[config.mk]
export PLATFORM = sky130hd
export DESIGN_NAME = fifo_write_arbiter_flat
export DESIGN_NICKNAME = d
export VERILOG_FILES = /design/src/rtl/fifo_write_arbiter_pkg.sv /design/src/rtl/fifo_write_arbiter_if.sv /design/src/rtl/fifo_write_arbiter_rr_pick.sv /design/src/rtl/fifo_write_arbiter.sv /design/src/flat_wrapper.sv
export SDC_FILE = /design/constraint.sdc
export NUM_CORES = 1
export LEC_CHECK = 0
export ABC_AREA = 1
export CORE_ASPECT_RATIO = 1.5
export CORE_UTILIZATION = 40
export CTS_CLUSTER_SIZE = 20
export DETAILED_ROUTE_END_ITERATION = 12
export GPL_ROUTABILITY_DRIVEN = 0
export PLACE_DENSITY = 0.77
export REMOVE_ABC_BUFFERS = 1
export SKIP_LAST_GASP = 1
export SLEW_MARGIN = 10
export SYNTH_ARGS = -nofsm -noshare
export SYNTH_HDL_FRONTEND = slang
export SYNTH_HIERARCHICAL = 1
export SYNTH_SLANG_ARGS = --single-unit
[constraint.sdc]
create_clock -name clk -period 1.7 [get_ports clk]
set_clock_uncertainty 0.1 [all_clocks]
set_input_delay 0.51 -clock clk [delete_from_list [all_inputs] [get_ports clk]]
set_output_delay 0.51 -clock clk [all_outputs]
set_load 0.02 [all_outputs]
[src/rtl/fifo_write_arbiter_pkg.sv]
// Shared types and helpers for the FIFO write-side arbiter and its future read-side siblings.
package fifo_arb_pkg;

  typedef enum logic [0:0] {
    IDLE  = 1'b0,
    BURST = 1'b1
  } arb_state_e;

  localparam int COUNT_W = 32;

  function automatic int tagged_width(input int id_len, input int data_len);
    return id_len + data_len;
  endfunction

endpackage

[src/rtl/fifo_write_arbiter_if.sv]
// Producer handshake plus FIFO write port; master is the arbiter, slave is producers/FIFO.
interface fifo_arb_if #(
  parameter int DATA_LEN = 16,
  parameter int NUM_REQ  = 4,
  parameter int ID_LEN   = $clog2(NUM_REQ)
);
  import fifo_arb_pkg::*;

  logic [NUM_REQ-1:0]                       req_valid;
  logic [NUM_REQ*DATA_LEN-1:0]              req_data;
  logic [NUM_REQ-1:0]                       req_ready;
  logic                                     wrt_en;
  logic [tagged_width(ID_LEN, DATA_LEN)-1:0] data_in;
  logic                                     wrt_full;

  modport master (
    input  req_valid, req_data, wrt_full,
    output req_ready, wrt_en, data_in
  );

  modport slave (
    output req_valid, req_data, wrt_full,
    input  req_ready, wrt_en, data_in
  );

endinterface

[src/rtl/fifo_write_arbiter_rr_pick.sv]
// Combinational round-robin pick: first set request bit at or after start, wrapping at N.
module rr_pick #(
  parameter int N     = 4,
  parameter int IDX_W = (N > 1) ? $clog2(N) : 1
) (
  input  logic [N-1:0]     req,
  input  logic [IDX_W-1:0] start,
  output logic [IDX_W-1:0] idx,
  output logic             found
);

  // Scan farthest offset first so the nearest set bit is the last (winning) write.
  always_comb begin
    int pos;
    pos   = 0;
    idx   = '0;
    found = 1'b0;
    for (int off = N - 1; off >= 0; off--) begin
      pos = int'(start) + off;
      if (pos >= N) pos = pos - N;
      if (req[pos[IDX_W-1:0]]) begin
        idx   = pos[IDX_W-1:0];
        found = 1'b1;
      end
    end
  end

endmodule

[src/rtl/fifo_write_arbiter.sv]
// Round-robin burst arbiter sharing one FIFO write port among NUM_REQ tagged producers.
module fifo_write_arbiter
  import fifo_arb_pkg::*;
#(
  parameter int DATA_LEN  = 16,
  parameter int NUM_REQ   = 4,
  parameter int ID_LEN    = $clog2(NUM_REQ),
  parameter int BURST_LEN = 8
) (
  input  logic               clk,
  input  logic               reset,
  fifo_arb_if.master         bus,
  output logic [ID_LEN-1:0]  grant_id,
  output logic               busy,
  output logic [COUNT_W-1:0] word_count
);

  localparam logic [0:0] S_IDLE    = IDLE;
  localparam logic [0:0] S_BURST   = BURST;
  localparam logic [7:0] LAST_BEAT = 8'(BURST_LEN - 1);

  logic [0:0]        state;
  logic [ID_LEN-1:0] rr_ptr;
  logic [ID_LEN-1:0] pick_idx;
  logic [ID_LEN-1:0] next_ptr;
  logic              pick_found;
  logic [7:0]        beat_cnt;
  logic              grant_valid;
  logic              accept;

  rr_pick #(
    .N     (NUM_REQ),
    .IDX_W (ID_LEN)
  ) u_pick (
    .req   (bus.req_valid),
    .start (rr_ptr),
    .idx   (pick_idx),
    .found (pick_found)
  );

  assign busy        = (state == S_BURST);
  assign grant_valid = bus.req_valid[grant_id];
  assign accept      = busy & grant_valid & ~bus.wrt_full;
  assign bus.wrt_en  = accept;
  assign bus.data_in = {grant_id, bus.req_data[int'(grant_id)*DATA_LEN +: DATA_LEN]};
  assign next_ptr    = (int'(grant_id) == NUM_REQ - 1) ? '0 : grant_id + ID_LEN'(1);

  // Ready follows only FIFO space, so a full FIFO stalls without ending the burst.
  always_comb begin
    bus.req_ready = '0;
    if (busy && !bus.wrt_full) bus.req_ready[grant_id] = 1'b1;
  end

  always_ff @(posedge clk) begin
    if (reset) begin
      state      <= S_IDLE;
      rr_ptr     <= '0;
      grant_id   <= '0;
      beat_cnt   <= '0;
      word_count <= '0;
    end else begin
      case (state)
        S_IDLE: begin
          if (pick_found) begin
            grant_id <= pick_idx;
            beat_cnt <= '0;
            state    <= S_BURST;
          end
        end
        S_BURST: begin
          if (accept) begin
            beat_cnt   <= beat_cnt + 8'd1;
            word_count <= word_count + COUNT_W'(1);
            if (beat_cnt == LAST_BEAT) begin
              state  <= S_IDLE;
              rr_ptr <= next_ptr;
            end
          end else if (!grant_valid) begin
            state  <= S_IDLE;
            rr_ptr <= next_ptr;
          end
        end
        default: state <= S_IDLE;
      endcase
    end
  end

endmodule

[src/flat_wrapper.sv]
// flat-port wrapper written by rule: the top's interface ports become plain ports
module fifo_write_arbiter_flat import fifo_arb_pkg::*;
#(
  parameter int DATA_LEN  = 16,
  parameter int NUM_REQ   = 4,
  parameter int ID_LEN    = $clog2(NUM_REQ),
  parameter int BURST_LEN = 8
)
  (clk, reset, grant_id, busy, word_count, bus_req_valid, bus_req_data, bus_wrt_full, bus_req_ready, bus_wrt_en, bus_data_in);
  fifo_arb_if #(.DATA_LEN(DATA_LEN), .NUM_REQ(NUM_REQ), .ID_LEN(ID_LEN)) bus_i ();
  input  logic clk;
  input  logic reset;
  output logic [ID_LEN-1:0] grant_id;
  output logic busy;
  output logic [COUNT_W-1:0] word_count;
  input wire logic [$bits(bus_i.req_valid)-1:0] bus_req_valid;
  input wire logic [$bits(bus_i.req_data)-1:0] bus_req_data;
  input wire logic [$bits(bus_i.wrt_full)-1:0] bus_wrt_full;
  output wire logic [$bits(bus_i.req_ready)-1:0] bus_req_ready;
  output wire logic [$bits(bus_i.wrt_en)-1:0] bus_wrt_en;
  output wire logic [$bits(bus_i.data_in)-1:0] bus_data_in;
  assign bus_i.req_valid = bus_req_valid;
  assign bus_i.req_data = bus_req_data;
  assign bus_i.wrt_full = bus_wrt_full;
  assign bus_req_ready = bus_i.req_ready;
  assign bus_wrt_en = bus_i.wrt_en;
  assign bus_data_in = bus_i.data_in;
  fifo_write_arbiter #(.DATA_LEN(DATA_LEN), .NUM_REQ(NUM_REQ), .ID_LEN(ID_LEN), .BURST_LEN(BURST_LEN)) u_core (.clk(clk), .reset(reset), .bus(bus_i), .grant_id(grant_id), .busy(busy), .word_count(word_count));
endmodule
Word level (Yosys, flattened, before mapping)
Index checks and enable logic that the tools add are counted.

cells by class
  $add $sub $neg = 10
  magnitude comparators = 10
  eq/ne operators = 6
  shifts and indexed selects = 1
  mux-type cells = 37
  bitwise operators = 4
  reductions and logical operators = 7

operator list
  cell                                                         number
  indexed part select 64 x 7 -> 16 bit                         1
  adder 32 x 1 -> 32 bit (second input constant)               1
  2-to-1 mux 2 bit                                             12
  2-to-1 mux 8 bit                                             2
  one-hot mux 8 bit (2 select lines)                           1
  less-than comparator 2 x 3 -> 1 bit (second input constant)  5
  2-to-1 mux 1 bit                                             14
  binary-select mux 1 bit (select 2 bit)                       5
  >= comparator 3 bit (second input constant)                  3
  adder 8 x 1 -> 8 bit (second input constant)                 1
  == test 8 x 3 -> 1 bit (second input constant)               1
  subtractor 2 x 1 -> 2 bit (second input constant)            4
  adder 2 x 2 -> 3 bit (second input constant)                 2
  AND reduction 2 bit                                          3
  2-to-1 mux 4 bit                                             1
  inequality test 2 x 1 -> 1 bit (second input constant)       2
  inequality test 2 bit (second input constant)                2
  adder 2 x 1 -> 3 bit (second input constant)                 1
  >= comparator 2 x 3 -> 1 bit (second input constant)         1
  AND reduction 3 bit                                          1
  adder 2 x 1 -> 2 bit (second input constant)                 1
  bitwise AND 1 bit                                            2
  demux 1 bit (select 2 bit)                                   1
  == test 2 x 1 -> 1 bit (second input constant)               1
  5 further kinds                                              7

storage, ports and cells
  bits in registers = 45
  input bits = 71

Depth between registers and ports, before layout
Gate-level depths: netlist of the first run.

  word-level depth = 11
  depth in mapped cells = 14

By module
Netlist of the first run, hierarchy kept.

by module, submodules not included
  module              times used  cells an instance  area an instance (um^2)  seq. area each (um^2)
  fifo_write_arbiter  1           503                3101.7                   900.9
  rr_pick             1           44                 215.2                    0.0

Worst setup path after synthesis of the first run
Ideal clock, no wire load.

  path type = register to output
  start = reg u_core.grant_id[0]
  end = out bus_req_ready[2]
  arrival = 1449 ps
  data required time = 1090 ps
  slack = -359 ps
  stages on the path, launching flop included = 7
  buffers on the path = 2
  path through = dfxtp_1 buf_6 inv_6 clkbuf_1 ha_1 inv_1 nor2_1

between the ends
  longest elaborated chain between the ends = 5
  elaborated cells between the ends (all ways) = 6
  classes of those cells = order compare (2); mux (3); reduce/logical (1)

ends and longest elaborated chain
  item                                                                                                              line                      text
  start: declaration                                                                                                fifo_write_arbiter.sv:13  output logic [ID_LEN-1:0] grant_id,
  start signal: assignment                                                                                          fifo_write_arbiter.sv:65  grant_id <= pick_idx;
  less-than comparator 2 x 3 -> 1 bit (implied by the code) / >= comparator 2 x 1 -> 1 bit (equally long branches)  fifo_write_arbiter.sv:51  if (busy && !bus.wrt_full) bus.req_ready[grant_id] = 1'b1;
  logical AND 1 bit (implied by the code)                                                                           fifo_write_arbiter.sv:51
  2-to-1 mux 1 bit (implied by the code)                                                                            fifo_write_arbiter.sv:51
  demux 1 bit (select 2 bit) *                                                                                      --
  2-to-1 mux 4 bit *                                                                                                fifo_write_arbiter.sv:51
  end: declaration                                                                                                  flat_wrapper.sv:19        output wire logic [$bits(bus_i.req_ready)-1:0] bus_req_ready;

Every way passes the cells marked *; elsewhere a longest branch is shown, timed or not.

Final worst setup path of the first run
  start = in bus_req_data[29]
  end = out bus_data_in[13]

between the ends
  longest elaborated chain between the ends = 1

ends and longest elaborated chain
  item                                  line                      text
  start: declaration                    flat_wrapper.sv:17        input wire logic [$bits(bus_i.req_data)-1:0] bus_req_data;
  indexed part select 64 x 7 -> 16 bit  fifo_write_arbiter.sv:45  assign bus.data_in = {grant_id, bus.req_data[int'(grant_id)*DATA_LEN +: DATA_LEN]};
  end: declaration                      flat_wrapper.sv:21        output wire logic [$bits(bus_i.data_in)-1:0] bus_data_in;

Every way passes these cells.

==> impl_metrics.tcl, run 1 <==
set metrics [dict create \
    outcome "finished, violations left" \
    violations "negative setup slack" \
    hpwl_mm 8.43 \
    dr.first_iter.drc_count 258 \
    cts_buffer_depth 2 \
    wl_per_cell_um 14.1 \
    dieArea_um2 8670 \
    hp-class "register to register" \
    port_buffers 128 \
    crit_arrival_ns 1.42 \
    start_kind "primary input" \
    final_common_cell "nand2_1" \
    grt_max_degree 17 \
    yosysWarnings 6 \
    routed_wl_mm 12.1 \
    antenna_found_initial 0 \
    core-area_um2 8010 \
    place_inst 828 \
    power_density_nw_per_um2 837 \
    grt.total_usage_pct 26.3 \
    io_pins 129 \
    clock_latency_ns 0.29 \
    layout_setup_ws_ns -0.331 \
    worst_pin_slew_ns 0.518 \
    fin_crit_sh_pct 119 \
    dieWidth_um 76.4 \
    grt_pass1_vias 4180 \
    mostFrequentLayoutCells "111 x nand2_1, 90 x nor2_1, 85 x buf_4, 56 x dlygate4sd2_1, 53 x inv_1" \
    syn_area_um2 3320 \
    start_util_pct 41.4 \
    num_antenna_cells 0 \
    finalPower_uw 4920 \
    overflow 0 \
    fp.dieH_um 114 \
    drive_gt1_share_pct 32.1 \
    max-slew-margin-rel_pct 65.2 \
    synth_cell_type_count 34 \
    required_ns 1.09 \
    cts_max_level 2 \
    final_antenna_net_count 0 \
    firstDrtPassIters 5 \
    crit_path_end_kind "output port" \
    rsz0062_at_grt "true" \
    finalCriticalPeriod_ns 2.03 \
    cts_tree "built" \
    cp_max_fo 1 \
    stdcell_count 860 \
    grt_pass1_wl_mm 18.7 \
    irDropWorstVdd_v 0.000834 \
    setup_viol_count_final 55 \
    avgViaCountPerCell 5.17 \
    timing.fmax_mhz 492 \
    cts_hold_buf 0 \
    vias 4447 \
    maxCapViolCount 0 \
    synth-seq-area-share_pct 27.2 \
    drc 0 \
    clkSinkCount 45 \
    slew_viol_final 0 \
    root_buffer "clkbuf_16" \
    dp_slack_ns -0.880 \
    critical_path_class "primary input to output port" \
    total_leakage_power_uw 0.00264 \
    cts.clk_slew.worst_paths_ns 0.06 \
    layout.nets 831 \
    syn_area_per_cell_um2 6.06 \
    synthCells 547 \
    stdcell_area_um2 5880 \
    syn_to_final_growth_pct 77.3 \
    synth_seq_cells 45 \
    finalHoldViolCount 0 \
    placed_area_um2 5200 \
    cts-buffers-inserted 5 \
    rows 40 \
]
-- stage by stage --
step	util, %	TNS, ns	hold slack [ns]
after floorplan	-	-44.79	0.343
after global placement	65.0	-35.70	0.360
after detailed placement	65.0	-38.23	0.368
after CTS	69.3	-8.31	0.379
after global routing	73.4	-13.59	0.386
final	73.4	-9.55	0.374
-- state kept, by name (all words and copies together), names as in the netlist --
| signal | flops |
|---|---|
| u_core/grant_id | 2 |
| u_core/beat_cnt | 8 |
| u_core/busy | 1 |
| u_core/rr_ptr | 2 |
| u_core/word_count | 32 |
-- synth_stat cells (all sizes together) --
cell type    n  area [um^2]
nand2      132          528
nor2       119          517
inv         68          265
o21ai       51          259
dfxtp       45          901
nand3       37          218
a21oi       19         95.1
o22ai       16          100
clkbuf      11         41.3
nand4       10         62.6
buf          9         81.3
nor3         8         45.0
ha           6         75.1
nor3b        4         30.0
xnor2        4         35.0
xor2         4         35.0
and3         2         12.5
and2         1         8.76
nand3b       1         7.51
-- worst paths after layout --
| kind | from | to | slack, ns | cells after the start |
|---|---|---|---|---|
| worst max register to register | u_core/grant_id[0]$_SDFFE_PP0P_ | u_core/word_count[18]$_SDFFE_PP0P_ | -0.24 | 12 |
| worst max-delay path | bus_req_data[29] | bus_data_in[13] | -0.33 | 4 |
| worst min register to register | u_core/beat_cnt[0]$_SDFFE_PP0P_ | u_core/beat_cnt[0]$_SDFFE_PP0P_ | 0.37 | 1 |
| worst min-delay path | u_core/beat_cnt[0]$_SDFFE_PP0P_ | u_core/beat_cnt[0]$_SDFFE_PP0P_ | 0.37 | 1 |
-- timing repair --
item | 4_1_cts | 5_1_grt
setup endpoints to repair | 100 | 68
setup buffers | 10 | 11
pin swaps | 40 | 21
gates cloned | 1 | 2
resized for setup | 280 | 78
-- worst max-delay path: stages --
cell and delay, ns:
clkdlybuf4s50_1 0.46, o21ai_1 0.08, o22ai_1 0.18, buf_4 0.19
-- cell type report --
| type | instances | area, um^2 |
|---|---|---|
| Fill cell | 624 | 2130 |
| Multi-Input combinational cell | 414 | 2350 |
| Sequential cell | 45 | 908 |
| Timing Repair Buffer | 220 | 2070 |
| Clock buffer | 6 | 129 |
| Tap cell | 105 | 131 |
| Clock inverter | 2 | 15.0 |
| Inverter | 68 | 279 |
-- cell families (layout without fill, tap and decap cells) --
kind of cell	Yosys count	count (layout)	share of synthesized area, %
AOI/OAI and AO/OA	86	86	13.7
xor gates and xnor gates	8	8	2.11
adders and majority gates	6	6	2.26
buffers and inverters	88	296	11.7
DFF	45	45	27.2
and+or+nand+nor	314	314	43.1
-- layer usage --
layer,up-vias,global-route usage [%],part of all wire (%)
met5,-,0,0
met4,0,12.1,3.3
met3,39,4.00,5.9
met2,195,51.5,54
met1,2049,27.2,37
li1,2164,-,-
-- power by group --
group	switching (uW)	total, uW	internal [uW]
Combinational	1430	2820	1390
Sequential	40.0	1140	1100
Clock	419	964	545
Note: power is estimated with default switching activity, not from simulation.
==> run 2, diff against run 1 <==
- TNS_END_PERCENT: not set -> 1
==> impl_metrics.tcl, run 2 (synthesis gave the netlist of run 1 again) <==
set metrics [dict create \
    reg2reg_depth 10 \
    cts_max_level 2 \
    syn_to_final_growth_pct 64.4 \
    slew_viol_final 0 \
    root_buffer "clkbuf_16" \
    top_register "u_core/word_count" \
    cts_hold_buf 0 \
    cts-buffers-inserted 5 \
    cp_max_fo 1 \
    top_regs "u_core/word_count: 32 flops, u_core/beat_cnt: 8 flops" \
    fp.dieH_um 114 \
    hpwl_mm 8.43 \
    clkSinkCount 45 \
    clock_latency_ns 0.29 \
    setup_viol_count_final 80 \
    firstDrtPassIters 4 \
    whs_path_depth 1 \
    worst_pin_slew_ns 0.366 \
    layout_setup_ws_ns -0.332 \
    maxCapViolCount 0 \
    rsz0062_at_grt "true" \
    finalHoldViolCount 0 \
    grt_pass1_vias 4041 \
    mostFrequentLayoutCells "118 x nand2_1, 100 x nor2_1, 89 x clkdlybuf4s50_1, 76 x buf_4, 59 x inv_1" \
    hp-class "register to register" \
    slowest_delay_ns 0.46 \
    dieArea_um2 8670 \
    grt_pass1_wl_mm 17.7 \
    finalPower_uw 4550 \
    routed_wl_mm 10.9 \
    start_util_pct 41.4 \
    total_leakage_power_uw 0.00228 \
    port_buffers 128 \
    final_antenna_net_count 0 \
    vias 4218 \
    hp-start "u_core/beat_cnt[0]$_SDFFE_PP0P_" \
    grt_max_degree 26 \
    r2r_setup_slack_ns -0.20 \
    io_pins 129 \
    cts_tree "built" \
    grt.total_usage_pct 24.8 \
    min_to "u_core/beat_cnt[0]$_SDFFE_PP0P_" \
    avgViaCountPerCell 5.02 \
    num_antenna_cells 0 \
    irDropWorstVdd_v 0.000802 \
    crit_path_end_kind "output port" \
    critical_path_class "primary input to output port" \
    crit_arrival_ns 1.42 \
    cts.clk_slew.worst_paths_ns 0.06 \
    fin_crit_sh_pct 120 \
    finalCriticalPeriod_ns 2.03 \
    core-area_um2 8010 \
    cts_buffer_depth 2 \
    overflow 0 \
    dieWidth_um 76.4 \
    required_ns 1.09 \
    path_cells "clkdlybuf4s50_1 > nor2_1 > o22ai_1 > buf_4" \
    antenna_found_initial 0 \
    final_common_cell "nand2_1" \
    outcome "finished, violations left" \
    largest_register_ff_count 32 \
    fin_tns_setup_ns -13.70 \
    wl_per_cell_um 13.0 \
    dr.first_iter.drc_count 217 \
    layout.nets 811 \
    power_density_nw_per_um2 836 \
    cpLargestDelayFamily "buffers and inverters" \
    timing.fmax_mhz 492 \
    violations "negative setup slack" \
    drive_gt1_share_pct 22.2 \
    rows 40 \
    drc 0 \
    max-slew-margin-rel_pct 75.4 \
    r2r-start "u_core/grant_id[0]$_SDFFE_PP0P_" \
    start_kind "primary input" \
    path_buf_inv 2 \
    reg2reg_to "u_core/word_count[17]$_SDFFE_PP0P_" \
    critPathSlowestCell "clkdlybuf4s50_1" \
]
==> run 2: worst register-to-register path: stages, from the launching register on <==
cell and delay [ns]:
dfxtp_2 0.34, buf_12 0.15, buf_12 0.13, nand2_2 0.05, nand3_2 0.09, nand3_4 0.12
buf_6 0.22, nor2_1 0.27, nand2_1 0.13, o21ai_0 0.16, nor2_1 0.05
==> run 2: repair_timing <==
action,in CTS,in global routing
cloned,0,1
buffers inserted,3,0
gates resized for setup,148,37
pin swaps,16,10
endpoints found under the setup margin,100,101
==> run 2: final cells by class <==
class,count,area [um^2]
Inverter,68,279
Multi-Input combinational cell,414,2110
Timing Repair Buffer,200,1890
Clock buffer,6,129
Tap cell,105,131
Sequential cell,45,903
Clock inverter,2,15.0
Fill cell,709,2560
==> run 2: stage by stage <==
step | worst slack, ns | cells | hold WS (ns) | area, um^2 | util (%)
2_1_floorplan | -0.993 | 527 | 0.343 | 3190 | -
3_3_place_gp | -0.840 | 828 | 0.360 | 5200 | 65.0
3_5_place_dp | -0.880 | 828 | 0.368 | 5200 | 65.0
4_1_cts | -0.297 | 839 | 0.379 | 5340 | 66.7
5_1_grt | -0.363 | 840 | 0.386 | 5450 | 68.1
6_report | -0.332 | 840 | 0.371 | 5450 | 68.1
==> run 2: per-layer routing <==
layer,up-vias,part of all wire [%],global-route usage (%)
met5,-,0,0
met4,0,4.0,12.9
li1,2118,-,-
met2,168,52,47.4
met3,37,6.1,4.24
met1,1895,38,25.6
==> run 2: where the power goes <==
group	internal [uW]	switching [uW]	leakage, uW	total [uW]
clock	545	412	0.0000631	958
combinational	1180	1290	0.00185	2460
sequential	1100	38.5	0.000364	1130
==> run 2: worst max-delay path by stage <==
stage	startpoint	to	slack, ns	cells past startpoint
after floorplan	u_core/grant_id[0]$_SDFFE_PP0P_	bus_wrt_en	-0.99	5
after detailed placement	bus_req_valid[0]	bus_wrt_en	-0.88	6
after global placement	bus_req_valid[0]	bus_wrt_en	-0.84	6
after global routing	u_core/grant_id[0]$_SDFFE_PP0P_	bus_data_in[3]	-0.36	6
final	bus_req_data[61]	bus_data_in[13]	-0.33	4
after CTS	u_core/grant_id[0]$_SDFFE_PP0P_	bus_data_in[3]	-0.30	6
==> run 3, diff against run 2 <==
- ABC_CLOCK_PERIOD_IN_PS: not set -> 2400
- CORE_UTILIZATION: 40 -> 48
- PLACE_DENSITY: 0.77 -> 0.87
- clock period: 1.7 -> 2.4 ns (I/O delays scaled with it)
==> impl_metrics.tcl, run 3 (synthesis gave the netlist of run 1 again) <==
set metrics [dict create \
    finalHoldViolCount 0 \
    crit_path_end "bus_data_in[1]" \
    placed_area_um2 4770 \
    fin_crit_sh_pct 105 \
    core-area_um2 6580 \
    dieWidth_um 69.9 \
    wl_per_cell_um 13.7 \
    top_register "u_core/word_count" \
    maxCapViolCount 0 \
    clkSinkCount 45 \
    violations "negative setup slack" \
    total_leakage_power_uw 0.00192 \
    cts_hold_buf 0 \
    hpwl_mm 8.05 \
    rsz0062_at_grt "true" \
    crit_path_end_kind "output port" \
    cp_max_fo 1 \
    grt_pass1_wl_mm 17.1 \
    timing.fmax_mhz 398 \
    io_pins 129 \
    cts_max_level 2 \
    grt_pass1_vias 3796 \
    hp-class "register to register" \
    dr.first_iter.drc_count 238 \
    top_regs "u_core/word_count: 32 flops, u_core/beat_cnt: 8 flops" \
    wl_met1_mm 4.01 \
    irDropWorstVdd_v 0.000453 \
    crit_start "bus_req_data[33]" \
    critPathSlowestCell "clkdlybuf4s50_1" \
    num_antenna_cells 0 \
    critical_path_class "primary input to output port" \
    routed_wl_mm 10.5 \
    final_common_cell "nand2_1" \
    grt_max_degree 39 \
    finalCriticalPeriod_ns 2.51 \
    overflow 0 \
    met3_wirelength_um 805 \
    required_ns 1.58 \
    start_util_pct 50.4 \
    setup_viol_count_final 21 \
    cts-buffers-inserted 5 \
    cts_buffer_depth 2 \
    mostFrequentLayoutCells "121 x nand2_1, 105 x clkdlybuf4s50_1, 105 x nor2_1, 60 x inv_1, 46 x o21ai_0" \
    layout_setup_ws_ns -0.114 \
    path_cells "clkdlybuf4s50_1 > o21ai_0 > o22ai_1 > clkdlybuf4s15_2" \
    top_signal_layer_used "met5" \
    largest_register_ff_count 32 \
    port_buffers 128 \
    r2r-start "u_core/grant_id[0]$_SDFFE_PP0P_" \
    start_kind "primary input" \
    antenna_found_initial 1 \
    fp.dieH_um 104 \
    stdcell_area_um2 4820 \
    cts_setup_buffers 0 \
    fin_tns_setup_ns -1.45 \
    crit_arrival_ns 1.69 \
    vias 4106 \
    reg2reg_to "u_core/word_count[17]$_SDFFE_PP0P_" \
    worst_pin_slew_ns 0.723 \
    outcome "finished, violations left" \
    cts.clk_slew.worst_paths_ns 0.08 \
    power_density_nw_per_um2 551 \
    rows 36 \
    dieArea_um2 7250 \
    root_buffer "clkbuf_8" \
    max-slew-margin-rel_pct 51.7 \
    clock_latency_ns 0.29 \
    layout.nets 765 \
    met2WireLength_mm 5.38 \
    final_antenna_net_count 0 \
    avgViaCountPerCell 5.37 \
    syn_to_final_growth_pct 45.2 \
    drc 0 \
    drive_gt1_share_pct 13.8 \
    firstDrtPassIters 5 \
    r2r_setup_slack_ns 0.27 \
    reg2reg_depth 10 \
    grt.total_usage_pct 28.2 \
    slew_viol_final 0 \
    cts_tree "built" \
    slowest_delay_ns 0.46 \
]
-- run 3: cell types whose count changed in the layout (fill, tap and decap cells not counted), moves of 8 or more --
cell	change
buf_4	-50
o21ai_0	+26
clkdlybuf4s50_1	+16
dlygate4sd2_1	-16
buf_2	+11
o21ai_1	-19
clkdlybuf4s15_2	+8
-- run 3: metal layers --
layer,GRT usage (%),vias to the layer above
li1,-,2027
met2,50.8,175
met3,5.74,29
met1,32.0,1873
met5,0,-
met4,10.3,2
-- run 3: worst min path at each step --
stage                     slack, ns                            start  depth (start not counted)                         endpoint
final                          0.40  u_core/beat_cnt[7]$_SDFFE_PP0P_                          2  u_core/beat_cnt[7]$_SDFFE_PP0P_
after global routing           0.42  u_core/beat_cnt[7]$_SDFFE_PP0P_                          2  u_core/beat_cnt[7]$_SDFFE_PP0P_
after CTS                      0.40  u_core/beat_cnt[0]$_SDFFE_PP0P_                          1  u_core/beat_cnt[0]$_SDFFE_PP0P_
after detailed placement       0.38  u_core/beat_cnt[0]$_SDFFE_PP0P_                          1  u_core/beat_cnt[0]$_SDFFE_PP0P_
after global placement         0.36  u_core/beat_cnt[0]$_SDFFE_PP0P_                          1  u_core/beat_cnt[0]$_SDFFE_PP0P_
after floorplan                0.34  u_core/beat_cnt[0]$_SDFFE_PP0P_                          1  u_core/beat_cnt[0]$_SDFFE_PP0P_
-- run 3: timing repair --
item                                    in CTS  in global routing
hold endpoints to repair                     0                  0
resized for setup                           82                  1
gates cloned                                 0                  0
endpoints found under the setup margin      23                 28
pin swaps                                    1                  0
-- run 3: stage by stage --
step / util, % / setup WS, ns / power [uW] / std cells / hold WS, ns
2_1_floorplan: - / -0.503 / 1570 / 527 / 0.343
3_3_place_gp: 72.5 / -0.559 / 2240 / 757 / 0.358
3_5_place_dp: 72.5 / -0.579 / 2270 / 757 / 0.377
4_1_cts: 73.2 / -0.114 / 2660 / 765 / 0.395
5_1_grt: 73.2 / -0.171 / 2820 / 765 / 0.421
6_report: 73.2 / -0.114 / 2650 / 765 / 0.397
-- run 3: report_power, final --
| group | internal (uW) | switching (uW) | total (uW) | leakage (uW) |
|---|---|---|---|---|
| Combinational | 578 | 804 | 1380 | 0.00152 |
| Clock | 206 | 253 | 459 | 0.0000385 |
| Sequential | 773 | 36.8 | 810 | 0.000364 |
-- run 3: area by class of cell --
cell class | count | area [um^2]
Multi-Input combinational cell | 414 | 2040
Fill cell | 533 | 1760
Timing Repair Buffer | 154 | 1430
Sequential cell | 45 | 901
Inverter | 68 | 265
Tap cell | 76 | 95.1
Clock buffer | 7 | 76.3
Clock inverter | 1 | 7.51
-- run 3: critical path, delay by kind of cell --
family / cells / cell delay [ns]
AO/OA/AOI/OAI: 2 / 0.23
buffers and inverters: 2 / 0.75
